--- config.mk ---
export PLATFORM = sky130hd
export DESIGN_NAME = signed_digit_display
export DESIGN_NICKNAME = d
export VERILOG_FILES = /design/src/rtl/signed_digit_display.sv
export SDC_FILE = /design/constraint.sdc
export NUM_CORES = 1
export LEC_CHECK = 0
export BUFFER_PORTS_ARGS = -buffer_cell sky130_fd_sc_hd__buf_2
export CAP_MARGIN = 10
export CORE_MARGIN = 2
export CORE_UTILIZATION = 50
export DETAILED_ROUTE_END_ITERATION = 7
export PLACE_DENSITY = 0.7
export SETUP_SLACK_MARGIN = 0.4
export SLEW_MARGIN = 20
export SYNTH_ARGS = -nofsm -noshare
export SYNTH_HDL_FRONTEND = slang
export SYNTH_SLANG_ARGS = --single-unit
--- constraint.sdc ---
create_clock -name clk -period 2.5 [get_ports clk]
set_input_delay 0.5 -clock clk [delete_from_list [all_inputs] [get_ports clk]]
set_output_delay 0.5 -clock clk [all_outputs]
set_load 0.02 [all_outputs]
--- src/rtl/signed_digit_display.sv ---
// Signed-digit display stage: holds a 4-bit two's-complement value and scans it
// as sign-magnitude onto an active-low, 4-digit, time-multiplexed seven-segment display.
module signed_digit_display #(
  parameter int REFRESH_DIV = 100000
) (
  input  logic       clk,
  input  logic       reset,
  input  logic [3:0] value,
  input  logic       load,
  output logic [6:0] seg,
  output logic [3:0] an,
  output logic       dp,
  output logic       negative
);

  localparam int CW = (REFRESH_DIV > 1) ? $clog2(REFRESH_DIV) : 1;
  localparam logic [CW-1:0] CNT_MAX = CW'(REFRESH_DIV - 1);

  localparam logic [6:0] SEG_MINUS = 7'b0111111;
  localparam logic [6:0] SEG_BLANK = 7'b1111111;

  logic [3:0]    held_reg;
  logic [CW-1:0] cnt_reg, cnt_next;
  logic [1:0]    idx_reg, idx_next;
  logic [6:0]    seg_reg, seg_next;
  logic [3:0]    an_reg, an_next;

  logic       wrap;
  logic       neg;
  logic [3:0] mag;
  logic [6:0] mag_seg;

  always_ff @(posedge clk or posedge reset) begin
    if (reset) begin
      held_reg <= 4'd0;
      cnt_reg  <= '0;
      idx_reg  <= 2'd0;
      seg_reg  <= SEG_BLANK;
      an_reg   <= 4'b1111;
    end else begin
      if (load) begin
        held_reg <= value;
      end
      cnt_reg <= cnt_next;
      idx_reg <= idx_next;
      seg_reg <= seg_next;
      an_reg  <= an_next;
    end
  end

  // Refresh counter and digit index run freely, independent of load.
  assign wrap = (cnt_reg == CNT_MAX);

  always_comb begin
    cnt_next = cnt_reg + 1'b1;
    idx_next = idx_reg;
    if (wrap) begin
      cnt_next = '0;
      idx_next = idx_reg + 2'd1;
    end
  end

  // Sign-magnitude: -8 maps to magnitude 8 through the modulo-16 negate.
  assign neg = held_reg[3];
  assign mag = neg ? (~held_reg + 4'd1) : held_reg;

  always_comb begin
    mag_seg = SEG_BLANK;
    case (mag)
      4'd0:    mag_seg = 7'b1000000;
      4'd1:    mag_seg = 7'b1111001;
      4'd2:    mag_seg = 7'b0100100;
      4'd3:    mag_seg = 7'b0110000;
      4'd4:    mag_seg = 7'b0011001;
      4'd5:    mag_seg = 7'b0010010;
      4'd6:    mag_seg = 7'b0000010;
      4'd7:    mag_seg = 7'b1111000;
      4'd8:    mag_seg = 7'b0000000;
      default: mag_seg = SEG_BLANK;
    endcase
  end

  // Exactly one anode low, decoded straight from the index.
  genvar gi;
  generate
    for (gi = 0; gi < 4; gi++) begin : g_anode
      assign an_next[gi] = (idx_reg != 2'(gi));
    end
  endgenerate

  always_comb begin
    seg_next = SEG_BLANK;
    case (idx_reg)
      2'd0:    seg_next = mag_seg;
      2'd1:    seg_next = neg ? SEG_MINUS : SEG_BLANK;
      default: seg_next = SEG_BLANK;
    endcase
  end

  assign seg      = seg_reg;
  assign an       = an_reg;
  assign dp       = 1'b1;
  assign negative = held_reg[3];

endmodule

### After elaboration in Yosys (flattened, before gate mapping)

Memories as Yosys holds them, arrays and structs flattened.
Index checks and enable logic that the tools add are counted.

| word-level totals | value |
|---|---|
| register bits | 34 |
| memory bits (read-only) | 112 |
| memories kept | 1 |

Memories:

| memory | words | width | read ports | clocked after Yosys merged registers in | wr ports | line | source |
|---|---|---|---|---|---|---|---|
| (name not given) | 16 | 7 | 1 | 0 | 0 | 69 | `case (mag)` |

| cells by class | value |
|---|---|
| $add $sub $neg | 3 |
| equal/unequal tests | 5 |
| mux-type cells | 4 |
| bitwise gates (word level) | 1 |
| reduce and logical (&&, ||, !) cells | 2 |

Operators with widths:

| kind | number |
|---|---|
| 17-bit by 1-bit adder with 17-bit output, second input constant | 1 |
| 17-bit == test, second input constant | 1 |
| 17-bit two-way mux | 1 |
| 7-bit one-hot mux with 2 select lines | 1 |
| 7-bit two-way mux | 1 |
| 4-bit by 1-bit adder with 4-bit output, second input constant | 1 |
| 4-bit two-way mux | 1 |
| 2-bit != test, second input constant | 2 |
| 4-bit NOT | 1 |
| 2-bit by 1-bit adder with 2-bit output, second input constant | 1 |
| 2-bit by 1-bit == test with 1-bit output, second input constant | 1 |
| 2-bit zero test | 1 |
| 2-bit by 1-bit != test with 1-bit output, second input constant | 1 |
| 2-bit nonzero test | 1 |

### Depth between registers and ports, before layout

Gate-level depths: netlist (run 1).
An unclocked memory read counts as a cell.

| depth | value |
|---|---|
| word-level depth | 5 |
| mapped depth | 8 |
| mapped depth without buffers | 8 |

### Least setup slack after synthesis (run 1)

No wires, ideal clock.

| path | value |
|---|---|
| path kind | flip-flop to flip-flop |
| start point | reg held_reg[0] |
| end point | reg seg_reg[3] (netlist: seg[3]) |
| library setup time | 79 ps |
| data arrival time | 1795 ps |
| required time | 2421 ps |
| path slack | 627 ps |
| stages on the path, launching flop included | 8 |
| buffers on the path | 0 |
| clock period less this slack | 1873 ps |
| cell sequence | dfrtp_1 > inv_1 > ha_1 > mux2i_1 > inv_1 > ha_1 > and3_1 > o21ai_0 |

| between the ends | value |
|---|---|
| word-level cells in the longest chain between the ends | 5 |

Ends and longest elaborated chain:

| item | line | source |
|---|---|---|
| from (decl) | 22 | `logic [3:0] held_reg;` |
| from (signal assigned) | 42 | `held_reg <= value;` |
| 4-bit NOT | 65 | `assign mag = neg ? (~held_reg + 4'd1) : held_reg;` |
| 4-bit by 1-bit adder with 4-bit output | 65 |  |
| 4-bit two-way mux * | 65 |  |
| memory read 16 x 7 bit * | n/a |  |
| 7-bit one-hot mux with 2 select lines * | 93 | `case (idx_reg)` |
| named net seg_next[3] | 25 | `logic [6:0] seg_reg, seg_next;` |
| to (signal assigned) | 46 | `seg_reg <= seg_next;` |
| to (decl) | 25 |  |

The timed path passes the listed nets; every way through them passes the cells marked *.
A chain may end at the register's enable or synchronous reset.

### Worst setup path after layout (run 1)

Same ends and word-level chain as after synthesis.

==> qor.tcl, run 1 <==
set qor(run_status) {completed}
set qor(postSynthNetCount) 172
set qor(antenna_found_initial) 0
set qor(detail_route.iter0.violations) 67
set qor(worstPathRequired_ns) 2.76
set qor(cp_common_cell) {sky130_fd_sc_hd__ha_1}
set qor(setup_viol_count_final) 0
set qor(clkSinkCount) 34
set qor(leakage_nw) 0.876
set qor(transition_time_at_the_pin_with_the_least_slew_margin_ns) 0.660
set qor(worstPathMaxFanout) 7
set qor(power_switching_mw) 0.318
set qor(fin_ws_ns) 0.609
set qor(crit_path_start_kind) {flop}
set qor(timing.critical_path.to_type) {flop}
set qor(synth-async-reset-ratio_pct) 100
set qor(syn_area_mm2) 0.00165
set qor(overall_global_routing_usage_pct) 17.9
set qor(cells_after_synthesis) 156
set qor(synth.most_common_cell) {sky130_fd_sc_hd__dfrtp_1}
set qor(routed_via_density) 5.26
set qor(hold_path_class) {in -> async}
set qor(floorplan.die.width_um) 61.4
set qor(worst-r2r-setup-slack_ns) 0.61
set qor(post_synthesis_sequential_element_count) 34
set qor(total_routed_wirelength_mm) 2.86
set qor(gp_congestion) 0.836
set qor(floorplan.die.height_um) 61.4
set qor(finClkSkew_ns) 0.00991
set qor(cts_tree) {yes}
set qor(layout_cells_sized_above_1_pct) 27.9
set qor(worst_setup_path_category) {reg -> reg}
set qor(synth-edff-count) 0
set qor(prevailing_post_synth_register_cell) {sky130_fd_sc_hd__dfrtp_1}
set qor(rsz0062_at_grt) {false}
set qor(critical_path_buf_inv_count) 3
set qor(crit_path_cell_trace) {inv_2 > ha_1 > mux2i_1 > buf_4 > inv_1 > ha_1 > and3_1 > o21ai_0}
set qor(critical_path_arrival_ns) 2.15
set qor(path_delay_family) {adder cells}
set qor(synthToLayoutAreaGrowth_pct) 15.0
set qor(clk_latency_ns) 0.34
set qor(period_minus_slack_ns) 1.89
set qor(number_of_global_route_vias_before_repair) 1102
set qor(synth.area.top_cells) {sky130_fd_sc_hd__dfrtp_1 (35%), sky130_fd_sc_hd__dfstp_2 (18%), sky130_fd_sc_hd__ha_1 (6.8%)}
set qor(layout.core_utilization_pct) 61.0
set qor(stdcell_count) 227
set qor(clk_pin_slew_ns) 0.10
set qor(design_power_total_mw) 1.19
set qor(fin_tns_setup_ns) 0
set qor(placedCellCount) 219
set qor(floorplan.core_area_mm2) 0.00310
set qor(ioPinCount) 20
set qor(synth_top_area_share_pct) 35.0
set qor(netlist-cell-type-count) 38
set qor(place.detailed.hpwl_mm) 2.17
set qor(number_of_post_cts_setup_repair_buffers) 0
set qor(critical-path-max-stage-delay_ns) 0.46
set qor(hold_viol) 0
set qor(timing.slew.headroom_pct) 55.4
set qor(pwr-share-comb_pct) 16.7
set qor(grt_max_degree) 19
set qor(postRouteAntennaNets) 0
set qor(fmax_achieved_ghz) 0.529
set qor(buffer_ports.inserted) 18
set qor(switching_share_pct) 26.8
set qor(num_rows) 20
set qor(share_seq_of_total_power_pct) 52.4
set qor(power_frac_clock_pct) 30.9
set qor(dieArea_mm2) 0.00377
set qor(cts_buffer_count) 5
set qor(min_period_over_period_pct) 75.6
set qor(cts_max_path_buffers) 2
set qor(worst_hold_slack_ns) 0.226
set qor(largest_register_ff_count) 17
set qor(antenna_diode_count) 0
set qor(grt_first_pass_wirelength_mm) 4.89
set qor(cts_h_tree_depth) 2
set qor(post-synth-top-area-cell) {sky130_fd_sc_hd__dfrtp_1}
set qor(fin_area_mm2) 0.00189
set qor(wl_per_cell_um) 12.6
set qor(drt_first_pass_iters) 4
set qor(dp_slack_ns) 0.494
set qor(synth.cells.most_frequent) {sky130_fd_sc_hd__dfrtp_1 (23), sky130_fd_sc_hd__nand2_1 (14), sky130_fd_sc_hd__nor2_1 (13)}
set qor(grt.overflow.total) 0
set qor(average_instance_area_after_synthesis_um2) 10.6
set qor(initial_core_util_pct) 53.1
set qor(cts.root.buffer_cell) {sky130_fd_sc_hd__clkbuf_4}
set qor(final_nets) 198
set qor(post-route-drc-count) 0
set qor(routed-via-count) 1193
set qor(placed_instance_area_mm2) 0.00180
set qor(synth-warning-count) 0
set qor(slew_limit_fails) 0
set qor(synth.yosys.seq_area_share_pct) 52.5
set qor(drv_cap) 0
set qor(pwr_density_cell_mw_per_mm2) 628
set qor(timing.critical_path.slowest_stage_cell) {sky130_fd_sc_hd__dfrtp_2}
set qor(worst_ir_drop_vdd_v) 0.000318
set qor(intPower_mw) 0.870
final cells by class:
cell class                 count  area (um^2)
fill                         273         1210
sequential                    34          866
multi-input combinational    107          728
tap                           44         55.1
inverter                      12         45.0
timing repair buffer          22          120
clock buffer                   8         78.8
logic make-up after synthesis:
group	count (synthesis)	synth area share, %
flip-flops	34	52.5
adder cells (fa/ha/maj)	9	6.84
multiplexers	4	2.58
AO/OA/AOI/OAI	18	6.31
XOR/XNOR	16	8.51
other	1	0.228
buffers and inverters	15	3.80
AND/OR/NAND/NOR	59	19.2
worst register-to-register path, cell delays in order (launching register included):
cell                      delay [ns]
sky130_fd_sc_hd__dfrtp_2        0.46
sky130_fd_sc_hd__inv_2          0.11
sky130_fd_sc_hd__ha_1           0.24
sky130_fd_sc_hd__mux2i_1        0.14
sky130_fd_sc_hd__buf_4          0.16
sky130_fd_sc_hd__inv_1          0.10
sky130_fd_sc_hd__ha_1           0.29
sky130_fd_sc_hd__and3_1         0.15
sky130_fd_sc_hd__o21ai_0        0.15
final timing paths:
| check | startpoint | end | cells after the start |
|---|---|---|---|
| setup / recovery | held_reg[0] | seg[3] | 8 |
| hold / removal | reset | idx_reg[1] | 2 |
| setup reg to reg | held_reg[0] | seg[3] | 8 |
| hold reg to reg | cnt_reg[0] | cnt_reg[0] | 1 |
| max in group asynchronous | reset | seg[5] | 3 |
| min in group clk | value[0] | held_reg[0] | 3 |
cell usage in the layout, fill, tap and decap left out, types with 5 or more instances in the layout:
cell and count:
sky130_fd_sc_hd__buf_2 18, sky130_fd_sc_hd__clkbuf_4 5, sky130_fd_sc_hd__dfrtp_1 22, sky130_fd_sc_hd__dfstp_2 11
sky130_fd_sc_hd__ha_1 9, sky130_fd_sc_hd__inv_1 11, sky130_fd_sc_hd__nand2_1 14, sky130_fd_sc_hd__nand3_1 8
sky130_fd_sc_hd__nor2_1 13, sky130_fd_sc_hd__o21ai_0 10, sky130_fd_sc_hd__xnor2_1 8, sky130_fd_sc_hd__xor2_1 8
timing repair:
action	in CTS	in global routing
hold buffers	0	0
resized for setup	0	4
endpoints found under the setup margin	0	7
power by group through the flow:
| stage | Clock, mW | Sequential [mW] | Combinational (mW) |
|---|---|---|---|
| finish | 0.367 | 0.623 | 0.198 |
| global route | 0.404 | 0.629 | 0.221 |
| CTS | 0.380 | 0.624 | 0.198 |
| detailed placement | 0 | 0.634 | 0.198 |
| global placement | 0 | 0.631 | 0.190 |
| floorplan | 0 | 0.677 | 0.0889 |
per-layer routing:
layer  part of all wire, %  GRT usage [%]
met3                   3.7           5.67
met5                     0              0
met1                    48           24.4
met2                    46           26.4
met4                   1.9           7.29
Power figures use the tool's default switching activity.
==> run 2: changes to the inputs <==
Clock period 2.5 ns to 1.74 ns, I/O delays scaled along.
==> run 2 against run 1 <==
Net effect: clock power is 100% higher; sequential share of layout area is 12 points lower; utilization is 23 points higher; largest power group unchanged; power is 87% higher; first-iteration DRC count is 36% higher; sequential cell count stayed put; critical endpoint is now idx_reg[1]; sequential power is 46% higher.
==> qor.tcl, run 2 (synthesis results as in run 1) <==
set qor(cts_max_path_buffers) 2 ;# unchanged
set qor(grtUsageMet2_pct) 38.1 ;# +12 points
set qor(buffer_ports.inserted) 18 ;# unchanged
set qor(routed_via_density) 5.51 ;# +4.8%
set qor(grt_first_pass_wirelength_mm) 6.27 ;# +28%
set qor(worstPathRequired_ns) 2.05 ;# -0.71 ns
set qor(drv_cap) 0 ;# unchanged
set qor(total_routed_wirelength_mm) 4.78 ;# +67%
set qor(initial_core_util_pct) 53.1 ;# unchanged
set qor(routed-via-count) 1465 ;# +23%
set qor(gp_congestion) 0.818 ;# -2.2%
set qor(fin_tns_setup_ns) 0 ;# unchanged
set qor(use_met3_pct) 7.56 ;# +1.9 points
set qor(timing.critical_path.slowest_stage_cell) {sky130_fd_sc_hd__or4_4}
set qor(pwr_density_cell_mw_per_mm2) 853 ;# +36%
set qor(clk_pin_slew_ns) 0.12 ;# +0.02 ns
set qor(ctsHoldBuffers) 0 ;# unchanged
set qor(run_status) {completed}
set qor(floorplan.die.height_um) 61.4 ;# unchanged
set qor(critical_path_arrival_ns) 1.95 ;# -0.20 ns
set qor(antenna_diode_count) 0 ;# unchanged
set qor(number_of_global_route_vias_before_repair) 1376 ;# +25%
set qor(place.detailed.hpwl_mm) 2.19 ;# +0.82%
set qor(mostFrequentLayoutCells) {sky130_fd_sc_hd__buf_4 (34), sky130_fd_sc_hd__dfrtp_1 (21), sky130_fd_sc_hd__buf_6 (21)}
set qor(floorplan.die.width_um) 61.4 ;# unchanged
set qor(postRouteAntennaNets) 0 ;# unchanged
set qor(worstReg2RegEnd) {idx_reg[1]}
set qor(worst-r2r-setup-slack_ns) 0.1 ;# -0.51 ns
set qor(global_route.usage.met1_pct) 27.7 ;# +3.3 points
set qor(clk_latency_ns) 0.37 ;# +0.03 ns
set qor(slew_limit_fails) 0 ;# unchanged
set qor(cts_buffer_count) 5 ;# unchanged
set qor(timing.critical_path.to_type) {flop}
set qor(layout_cells_sized_above_1_pct) 59.9 ;# +32 points
set qor(synthToLayoutAreaGrowth_pct) 58.4
set qor(grt.overflow.total) 0 ;# unchanged
set qor(final_nets) 237 ;# +20%
set qor(crit_path_start_kind) {flop}
set qor(hold_path_class) {in -> async}
set qor(worst_setup_path_category) {reg -> reg}
set qor(worst_ir_drop_vdd_v) 0.000509 ;# +60%
set qor(crit_path_cell_trace) {or4_4 > nor4_4 > buf_6 > nand2_2 > o21ai_1}
set qor(cts_h_tree_depth) 2 ;# unchanged
set qor(leakage_nw) 1.18 ;# +34%
set qor(hold_viol) 0 ;# unchanged
set qor(dieArea_mm2) 0.00377 ;# unchanged
set qor(largest_register_ff_count) 17 ;# unchanged
set qor(overall_global_routing_usage_pct) 23.5 ;# +5.7 points
set qor(ioPinCount) 20 ;# unchanged
set qor(rsz0062_at_grt) {true}
set qor(finClkSkew_ns) 0.0226 ;# +0.0127 ns
set qor(worstPathMaxFanout) 6 ;# -1
set qor(fmax_achieved_ghz) 0.609 ;# +15%
set qor(post-route-drc-count) 0 ;# unchanged
set qor(period_minus_slack_ns) 1.64 ;# -0.248 ns
set qor(mostFrequentLayoutCell) {sky130_fd_sc_hd__buf_4}
set qor(cts_tree) {yes}
set qor(critical-path-max-stage-delay_ns) 0.55 ;# +0.09 ns
set qor(cts.root.buffer_cell) {sky130_fd_sc_hd__clkbuf_4}
set qor(setup_viol_count_final) 0 ;# unchanged
set qor(clkSinkCount) 34 ;# unchanged
set qor(top_usage_layer) {met2}
set qor(detail_route.iter0.violations) 91 ;# +36%
set qor(min_period_over_period_pct) 94.4 ;# +19 points
set qor(wl_per_cell_um) 18.0 ;# +43%
set qor(n_fill_cell) 151 ;# -45%
set qor(floorplan.core_area_mm2) 0.00310 ;# unchanged
set qor(antenna_found_initial) 0 ;# unchanged
set qor(r2r_depth) 5 ;# -3
set qor(num_rows) 20 ;# unchanged
set qor(grt_max_degree) 35 ;# +16
set qor(crit-reg2reg-launch) {cnt_reg[13]}
set qor(drt_first_pass_iters) 4 ;# unchanged
set qor(layout.core_utilization_pct) 84.1 ;# +23 points
## run 2: layer usage
metal | vias to the layer above | wire length [um] | part of all wire, %
met2 | 76 | 2430 | 51
met1 | 705 | 1890 | 39
met4 | 0 | 178 | 3.7
li1 | 660 | - | -
met3 | 24 | 285 | 6.0
met5 | - | 0 | 0
## run 2: metrics by stage
| stage | instance area [um^2] | std cells | hold WS, ns | setup slack [ns] | total power, mW |
|---|---|---|---|---|---|
| 3_3_place_gp | 1950 | 226 | 0.446 | 0.137 | 1.24 |
| 4_1_cts | 2390 | 251 | 0.0789 | 0.156 | 2.12 |
| 6_report | 2610 | 266 | 0.0488 | 0.0974 | 2.23 |
| 3_5_place_dp | 1950 | 226 | 0.473 | 0.110 | 1.26 |
| 5_1_grt | 2610 | 266 | 0.100 | 0.00155 | 2.29 |
| 2_1_floorplan | 1740 | 156 | 0.441 | 0.0925 | 1.15 |
## run 2: worst max-delay path, delay by kind of cell (launching register included)
family | cells | cell delay, ns
simple gates | 3 | 0.94
flops | 1 | 0.40
buf+inv | 1 | 0.18
compound gates | 1 | 0.07
## run 2: timing repair
action                                  CTS  global route
cloned                                    0             0
endpoints found under the setup margin   35            36
resized for setup                        51            27
setup buffers                            17            15
hold endpoints to repair                  0             0
pin swaps                                18            16
## run 2: report_power, final
group,internal [mW],switching (mW)
combinational,0.296,0.284
clock,0.449,0.291
sequential,0.874,0.0328
total,1.62,0.607
## run 2: worst max-delay path by stage
stage                     slack [ns]         from           to  depth (start not counted)
after floorplan                 0.09   cnt_reg[5]  cnt_reg[15]                          5
after global placement          0.14   cnt_reg[6]   idx_reg[0]                          4
after detailed placement        0.11   cnt_reg[3]  cnt_reg[15]                          4
after CTS                       0.16  cnt_reg[11]   idx_reg[0]                          4
after global routing           0.002  cnt_reg[13]   idx_reg[1]                          5
final                            0.1  cnt_reg[13]   idx_reg[1]                          5
## run 2: area by class of cell
class	instances	area, um^2	area share (%)
multi-input cells	107	1010	38.7
flip-flops and latches	34	867	33.2
repair buffers	61	522	20.0
clock inverters	3	68.8	2.64
well taps	44	55.1	2.11
inverters	12	50.0	1.92
clock buffers	5	37.5	1.44
